==> src/rtl/shift4_seq_ctrl.sv <==
// Round-robin sequencer for a shared 4-bit shift register.
// Each granted word gets one load strobe, SHIFT_CNT enable strobes and a done pulse.
module shift4_seq_ctrl #(
    parameter int unsigned SHIFT_CNT = 4,
    parameter int unsigned CNT_W     = 4
) (
    input  logic       clk,
    input  logic       areset_n,
    input  logic [1:0] req_valid,
    input  logic [3:0] req_data0,
    input  logic [3:0] req_data1,
    output logic [1:0] req_ready,
    input  logic       hold,
    input  logic       abort,
    output logic       sr_load,
    output logic       sr_ena,
    output logic [3:0] sr_data,
    output logic       busy,
    output logic       done,
    output logic       done_id
);

    typedef enum logic [1:0] {
        IDLE,
        LOAD,
        SHIFT,
        DONE
    } state_t;

    state_t           state, state_nxt;
    logic [CNT_W-1:0] cnt, cnt_nxt;
    logic [3:0]       sr_data_nxt;
    logic             last_grant, last_grant_nxt;
    logic             gnt_id, gnt_id_nxt;
    logic             win_id;

    // With both requesters valid, the one not served last time wins.
    always_comb begin
        case (req_valid)
            2'b01:   win_id = 1'b0;
            2'b10:   win_id = 1'b1;
            2'b11:   win_id = ~last_grant;
            default: win_id = 1'b0;
        endcase
    end

    always_comb begin
        state_nxt      = state;
        cnt_nxt        = cnt;
        sr_data_nxt    = sr_data;
        last_grant_nxt = last_grant;
        gnt_id_nxt     = gnt_id;
        req_ready      = '0;
        sr_load        = 1'b0;
        sr_ena         = 1'b0;
        busy           = (state != IDLE);
        done           = 1'b0;
        done_id        = 1'b0;

        case (state)
            IDLE: begin
                // req_ready is gated by areset_n so every output reads 0 while reset is held.
                if (areset_n && !abort && (req_valid != 2'b00)) begin
                    req_ready      = win_id ? 2'b10 : 2'b01;
                    sr_data_nxt    = win_id ? req_data1 : req_data0;
                    gnt_id_nxt     = win_id;
                    last_grant_nxt = win_id;
                    cnt_nxt        = CNT_W'(SHIFT_CNT);
                    state_nxt      = LOAD;
                end
            end
            LOAD: begin
                sr_load   = 1'b1;
                state_nxt = abort ? IDLE : SHIFT;
            end
            SHIFT: begin
                if (abort) begin
                    state_nxt = IDLE;
                end else if (!hold) begin
                    sr_ena  = 1'b1;
                    cnt_nxt = cnt - 1'b1;
                    if (cnt == CNT_W'(1)) begin
                        state_nxt = DONE;
                    end
                end
            end
            DONE: begin
                done      = 1'b1;
                done_id   = gnt_id;
                state_nxt = IDLE;
            end
            default: begin
                state_nxt = IDLE;
            end
        endcase
    end

    always_ff @(posedge clk or negedge areset_n) begin
        if (!areset_n) begin
            state      <= IDLE;
            cnt        <= '0;
            sr_data    <= '0;
            last_grant <= 1'b1;
            gnt_id     <= 1'b0;
        end else begin
            state      <= state_nxt;
            cnt        <= cnt_nxt;
            sr_data    <= sr_data_nxt;
            last_grant <= last_grant_nxt;
            gnt_id     <= gnt_id_nxt;
        end
    end

endmodule

==> config.mk <==
export PLATFORM = sky130hd
export DESIGN_NAME = shift4_seq_ctrl
export DESIGN_NICKNAME = d
export VERILOG_FILES = /design/src/rtl/shift4_seq_ctrl.sv
export SDC_FILE = /design/constraint.sdc
export NUM_CORES = 1
export LEC_CHECK = 0
export BUFFER_PORTS_ARGS = -buffer_cell sky130_fd_sc_hd__buf_2
export CORE_MARGIN = 5
export CORE_UTILIZATION = 47
export CTS_CLUSTER_SIZE = 12
export DETAILED_ROUTE_END_ITERATION = 16
export PLACE_DENSITY = 0.76
export SLEW_MARGIN = 10
export SYNTH_ARGS = -nofsm -noshare
export SYNTH_HDL_FRONTEND = slang
export SYNTH_SLANG_ARGS = --single-unit
export TNS_END_PERCENT = 20
==> constraint.sdc <==
create_clock -name clk -period 1.9 [get_ports clk]
set_input_delay 0 -clock clk [delete_from_list [all_inputs] [get_ports clk]]
set_output_delay 0 -clock clk [all_outputs]
set_load 0.005 [all_outputs]
* After elaboration in Yosys (flattened, before gate mapping)
Cells that the tools add are included.
** Word-level totals
- Bits of input ports :: 14
- Output and inout port bits :: 11
- Register bits :: 12
** Cells by class
- Equality and inequality tests :: 11
- Reduce and logical (&&, ||, !) cells :: 10
- Bitwise operators :: 1
- $add $sub $neg :: 1
- Multiplexer cells :: 21
** Operator list (number)
- $mux W2 :: 8
- $mux W4 :: 4
- $eq A2 B2 Y1 const B :: 4
- $pmux W2 S4 :: 1
- $pmux W4 S2 :: 1
- $mux W1 :: 6
- $ne A2 B2 Y1 const B :: 3
- $ne A3 B3 Y1 const B :: 2
- $reduce_bool A2 Y1 :: 3
- $eq A4 B1 Y1 const B :: 1
- $reduce_and A4 Y1 :: 1
- $sub A4 B1 Y4 const B :: 1
- $reduce_and A3 Y1 :: 1
- $eq A2 B1 Y1 const B :: 1
- $logic_and A1 B1 Y1 :: 2
- $logic_not A2 Y1 :: 1
- $pmux W1 S2 :: 1
- $reduce_and A2 Y1 :: 1
- $logic_not A1 Y1 :: 1
- $not A1 Y1 :: 1

* Depth between registers and ports, before layout
Gate-level depths: netlist (run 1).
- Depth after elaboration :: 5
- Mapped depth :: 5

* Worst setup path before layout (run 1)
OpenSTA, ideal clock, no wires.
- Path kind :: register -> register
- Start :: reg last_grant
- End :: reg sr_data[0]
- Arrival time :: 1225 ps
- Library setup time :: 125 ps
- Stages on the path, launching flop included :: 4
- Clock period less this slack :: 1350 ps
- Setup slack :: 550 ps
- Cell sequence :: dfstp_2 > a21boi_2 > mux2_2 > mux2_4
** On the way
- Longest elaborated chain between the ends :: 3
** RTL lines
- start, declared :: line 33 : logic last_grant, last_grant_nxt;
- start signal, assigned :: line 109 : last_grant <= last_grant_nxt;
- $not A1 Y1 :: line 42 : 2'b11: win_id = ~last_grant;
- $pmux W1 S2 :: line 39 : case (req_valid)
- $mux W4 :: line 65 : sr_data_nxt = win_id ? req_data1 : req_data0;
- end signal, assigned :: line 108 : sr_data <= sr_data_nxt;
- end, declared :: line 17 : output logic [3:0] sr_data,
Every way passes these cells.
A chain may end at the register's enable or synchronous reset.

* Worst setup path in the final report (run 1)
- Start :: reg state[0]
- End :: out req_ready[0]
** On the way
- Longest elaborated chain between the ends :: 2
** RTL lines
- start, declared :: line 30 : state_t state, state_nxt;
- start signal, assigned :: line 106 : state <= state_nxt;
- $logic_not A2 Y1 :: line 60 : case (state)
- $mux W2 :: line 60
- end, declared :: line 12 : output logic [1:0] req_ready,
Every way passes these cells.

==> qor.txt, run 1 <==
clk buf depth = 2
critical path depth in cells = 4
power share of the sequential group = 45.7%
CTS root buf = clkbuf_4
Max stage delay cell, worst path = dfrtp_1
clock buffer count from CTS = 3
DP HPWL = 1190 um
Clock Latency Late Sink = 280 ps
reg2reg start = state[0]
Post-Syn Area = 692 sq um
layout cells sized above 1 = 51.7%
register area share after synthesis = 43.6%
Worst Path Class, Setup = reg -> out
antenna violations before repair = 0
outcome = finished, final reports clean
Fin Hold WS = 61.8 ps
Async SR Flop Fraction = 100%
Clk pwr share = 25.5%
crit-path max FO = 8
Cell Pwr Density = 939 nW/um^2
CTS tree = yes
switch share = 28.7%
vias per cell = 5.42
Final Hold Violating Endpoints = 0
row count = 13
Setup TNS = 0 ps
die area = 2340 sq um
Slew @ Worst Pin = 428 ps
hold_buf cts = 2
first-pass GRT wire length = 2500 um
Setup Fix Bufs, Post-CTS = 0
CTS H-tree lvls = 1
combinational power share = 28.9%
cells on worst reg2reg path = 3
crit share post-route = 84.6%
Die H = 48.4 um
IO Port Bufs = 24
Starting DRT DRC Count = 6
Post-synth EDFFs = 0
core area = 1350 sq um
Routability Congestion = 0.735
Fmax = 0.622 GHz
flop2flop setup slack = 420 ps
required time worst endpoint = 1900 ps
aggregate global routing overflow = 0
WL/cell = 15.3 um
RSZ-0062 raised after global routing = false
# Max-Cap Violations = 0
post-route minimum period = 1610 ps
Yosys reg bits = 12
Arr. time, crit path = 1610 ps
min-delay src = hold
Reg2Reg Capture Point = sr_data[2]
maximum vdd drop = 0.517 mV
Critical Path End Type = primary output
delay-heaviest family, CP = simple AND/OR/NAND/NOR gates
Final WS setup = 293 ps
# IOs = 25
Sink Count = 12
Min-Delay Path Class = in -> reg
syn_area_per_cell = 11.7 sq um
Worst Skew = 3.86 ps
DP Worst Slack = 432 ps
WP buf/inv = 1
Power Internal = 0.592 mW
# diodes = 0
worst stage delay on the critical path = 450 ps
total wire length = 1590 um
First-pass DRT Iterations = 3
CTS clock-pin slew for the worst setup and hold paths = 80 ps
Layout Nets = 106
largest net degree at the start of global routing = 13
vias in the first global route = 562
CP Cell Sequence = nor2_1 -> and3b_1 -> nor2b_1 -> buf_2
DRC = 0
Layout area overhead = 27.7%
sw power = 0.238 mW
synth warn = 0
worst setup path start = state[0]
final setup violating endpoints = 0
crit start category = flip-flop
LEAKAGE = 0.450 nW
Top FF cell, synth = dfrtp_1
Initial Util = 51.3%
antenna-violating nets left = 0
DIE WIDTH = 48.4 um
Synth cell types = 28
Setup crit end = req_ready[0]
Slew HR = 71.5%
total track usage = 13.9%
total number of vias = 564
Syn Inst Count = 59
final number of max-transition violations = 0
Mapped Nets = 75
post-cts resize count = 0
-- final cells by class --
cell class	count	area, sq um
repair buffers	27	148
well taps	15	18.8
flip-flops and latches	12	302
multi-input cells	41	360
inverters	5	18.8
fillers	108	467
clock buffers	4	36.3
-- worst min path at each step --
stage,slack (ps),to,cells after the start
after floorplan,-300,cnt[0],0
after global placement,-40,cnt[2],2
after detailed placement,-30,cnt[2],2
after CTS,50,state[0],3
after global routing,70,state[0],3
final,60,state[0],3
-- Yosys cell counts, types with 2 or more instances --
cell type,count,share of area [%]
dfrtp_1,11,40
mux2_4,6,13
inv_1,5,2.7
mux2_2,5,8.1
a21oi_1,3,2.2
o21ai_0,3,2.2
a211oi_1,2,2.2
ha_1,2,3.6
nor2b_1,2,1.8
nor3_1,2,1.4
-- layer usage --
metal  vias to the layer above  GRT usage (%)  wire length (um)
met4                         0           9.68                48
li1                        272              -                 -
met1                       274           13.7               654
met3                         5           3.98                49
met2                        13           24.3               842
met5                         -              0                 0
-- layout by cell type, fill, tap and decap left out, drive strengths merged, types with 2 or more instances in the layout --
cell type,count
a211oi,2
a21oi,3
and2,2
and3,2
buf,25
clkbuf,4
dfrtp,11
dlygate4sd3,2
ha,2
inv,5
mux2,11
nor2b,2
nor3,2
o21ai,3
-- through the flow --
stage / power, mW / cell area, sq um / utilization (%) / cells
after global routing: 0.873 / 883 / 65.4 / 104
after global placement: 0.607 / 827 / 61.3 / 98
final: 0.830 / 883 / 65.4 / 104
after CTS: 0.833 / 883 / 65.4 / 104
after floorplan: 0.529 / 692 / - / 59
after detailed placement: 0.618 / 827 / 61.3 / 98
-- power by group through the flow --
stage	combinational [mW]	sequential [mW]	clock, mW
floorplan	0.156	0.372	0
global placement	0.229	0.378	0
detailed placement	0.238	0.381	0
CTS	0.242	0.378	0.213
global route	0.258	0.387	0.228
finish	0.239	0.379	0.211
-- logic make-up (layout without fill, tap and decap cells) --
group | count (synthesis) | after routing | share of synthesized area [%]
and+or+nand+nor | 16 | 16 | 15.4
AOI/OAI and AO/OA | 12 | 12 | 11.9
DFF | 12 | 12 | 43.6
muxes | 11 | 11 | 21.2
buffers and inverters | 6 | 36 | 4.34
adders and majority gates | 2 | 2 | 3.62
-- flip-flops by register name, indices dropped and copies added (netlist names) --
name and count:
state 2, sr_data 4, last_grant 1, cnt 4, gnt_id 1
-- worst register-to-register path, stage by stage, from the launching register on --
cell	delay (ps)
dfrtp_1	450
nor2_1	140
and3b_1	440
mux2_4	340
Note: power is estimated with default switching activity, not from simulation.
==> run 2: changes to the inputs <==
ABC_AREA = 1   (was unset)
CORE_UTILIZATION = 48   (was 47)
clock period = 1.6 ns   (was 1.9 ns; I/O delays follow)
==> qor.txt, run 2 <==
most common cell in the netlist = nand2_1
most common cell after layout, fill and taps aside = nand2_1
final setup violating endpoints = 0 (unchanged)
Layout Nets = 154 (+45%)
outcome = finished, final reports clean
CTS H-tree lvls = 1 (unchanged)
antenna violations before repair = 0 (unchanged)
# diodes = 0 (unchanged)
Setup TNS = 0 ps (unchanged)
Worst Path Class, Setup = in -> out
Synth top cells by count = nand2_1, nor2_1, dfrtp_1, inv_1, inv_2
DP HPWL = 1370 um (+15%)
LEAKAGE = 0.583 nW (+29%)
layout cells sized above 1 = 35.0% (-17 points)
Arr. time, crit path = 1450 ps (-160 ps)
Post-synth EDFFs = 0 (unchanged)
clk buf depth = 2 (unchanged)
wire length on met1 = 720 um (+10%)
Initial Util = 50.7% (-0.59 points)
Worst Skew = 10.3 ps (+6.44 ps)
WL/cell = 11.2 um (-27%)
crit start category = input port
total number of vias = 731 (+30%)
# Max-Cap Violations = 0 (unchanged)
Cell Pwr Density = 1540 nW/um^2 (+64%)
Critical Path End Type = primary output
post-route minimum period = 1450 ps
Slew @ Worst Pin = 301 ps (-127 ps)
Final WS setup = 146 ps (-147 ps)
Post-Place Cell Area = 903 sq um (+9.2%)
crit share post-route = 90.9%
RSZ-0062 raised after global routing = false
Syn Inst Count = 107 (+81%)
top-area cell type share of the netlist area = 36.1% (-3.7 points)
Async SR Flop Fraction = 100% (unchanged)
WL met3 = 93 um (+90%)
Hold Crit Depth = 5 (+2)
synth warn = 0 (unchanged)
die area = 2490 sq um (+6.3%)
row count = 14 (+1)
DRC = 0 (unchanged)
top flop regs = cnt (4), sr_data (4), state (2)
Fin Hold WS = 23.0 ps (-38.8 ps)
Starting DRT DRC Count = 11 (+5)
Setup Fix Bufs, Post-CTS = 0 (unchanged)
maximum vdd drop = 1.12 mV (+120%)
Slew HR = 80.0% (+8.5 points)
IO Port Bufs = 24 (unchanged)
aggregate global routing overflow = 0 (unchanged)
post-layout util = 63.0% (-2.4 points)
Routability Congestion = 0.773 (+5.1%)
Synth area leaders = dfrtp_1, nand2_1, nor2_1
DP Worst Slack = 432 ps (+0.354 ps)
Top FF cell, synth = dfrtp_1
most frequent cells in the layout = nand2_1, buf_2, nor2_1
total power = 1.46 mW (+76%)
Design Area, Final = 950 sq um (+7.5%)
CTS root buf = clkbuf_4
Synth cell types = 20 (-29%)
Top Layer Used = met4
Mapped Nets = 123 (+64%)
required time worst endpoint = 1600 ps (-300 ps)
clock buffer count from CTS = 3 (unchanged)
fillers = 151 (+40%)
First-pass DRT Iterations = 4 (+1)
DIE WIDTH = 49.9 um (+3.1%)
wire length on met2 = 887 um (+5.3%)
Yosys reg bits = 12 (unchanged)
Layout area overhead = 24.4%
CTS tree = yes
cells on worst reg2reg path = 6 (+3)
Synth area leader = dfrtp_1
Fmax = 0.688 GHz
first-pass GRT wire length = 2900 um (+16%)
antenna-violating nets left = 0 (unchanged)
vias per cell = 4.78 (-12%)
largest net degree at the start of global routing = 14 (+1)
Post-Syn Area = 763 sq um (+10%)
Clock Latency Late Sink = 270 ps (about the same)
total track usage = 14.6% (+0.73 points)
final number of max-transition violations = 0 (unchanged)
core area = 1510 sq um (+12%)
CTS clock-pin slew for the worst setup and hold paths = 80 ps (about the same)
Placed Cells incl. Taps = 147 (+50%)
Sink Count = 12 (unchanged)
register area share after synthesis = 39.5% (-4.1 points)
post-route insts no fill = 153 (+47%)
crit-path max FO = 13 (+5)
vias in the first global route = 717 (+28%)
syn_area_per_cell = 7.13 sq um (-39%)
# IOs = 25 (unchanged)
total wire length = 1710 um (+7.0%)
Final Hold Violating Endpoints = 0 (unchanged)
Min-Delay Path Class = in -> reg
Die H = 49.9 um (+3.1%)
[run 2: changes by cell type after synthesis, sizes merged, moves of 6 or more]
cell and change:
mux2 -11, nand2 +47, nor2 +14, inv +12
nand3 +6
[run 2: layer usage]
layer	vias up	global-route usage, %
met4	0	1.31
met3	2	5.72
met1	329	16.9
met5	-	0
li1	384	-
met2	16	26.1
[run 2: critical path, cell delays in order]
cell	delay, ps
dlygate4sd3_1	520
buf_2	290
nand2_2	110
inv_2	70
nand2_4	70
nor2_8	150
inv_4	70
nor2_2	70
buf_2	120
[run 2: final cells by class]
type,count,area [sq um],share of cell area (%)
well taps,16,20.0,2.11
repair buffers,26,140,14.8
clock buffers,4,26.3,2.77
flip-flops and latches,12,302,31.8
inverters,17,68.8,7.25
multi-input cells,78,393,41.4
[run 2: final timing paths]
path | startpoint | end | slack [ps]
worst max-delay path | areset_n | req_ready[0] | 150
worst min-delay path | req_data0[1] | sr_data[1] | 20
worst max register to register | state[1] | sr_data[2] | 390
worst min register to register | sr_data[0] | sr_data[0] | 490
max in group asynchronous | areset_n | last_grant | 1180
min in group asynchronous | areset_n | gnt_id | 140
[run 2: report_power, final]
part | internal (mW) | leakage (nW) | switching (mW)
sequential | 0.444 | 0.151 | 0.124
clock | 0.0965 | 0.0150 | 0.0947
combinational | 0.279 | 0.416 | 0.422
[run 2: cells by family after synthesis]
kind of cell             after synthesis  share of synthesized area (%)
AO/OA/AOI/OAI                          4                           4.59
adder cells (fa/ha/maj)                2                           3.28
buffers and inverters                 17                           9.02
flip-flops                            12                           39.5
AND/OR/NAND/NOR                       72                           43.6
[run 2: what timing repair did]
action | in CTS | in global routing
hold endpoints to repair | 13 | 0
resized for setup | 0 | 0
hold buffers | 2 | 0
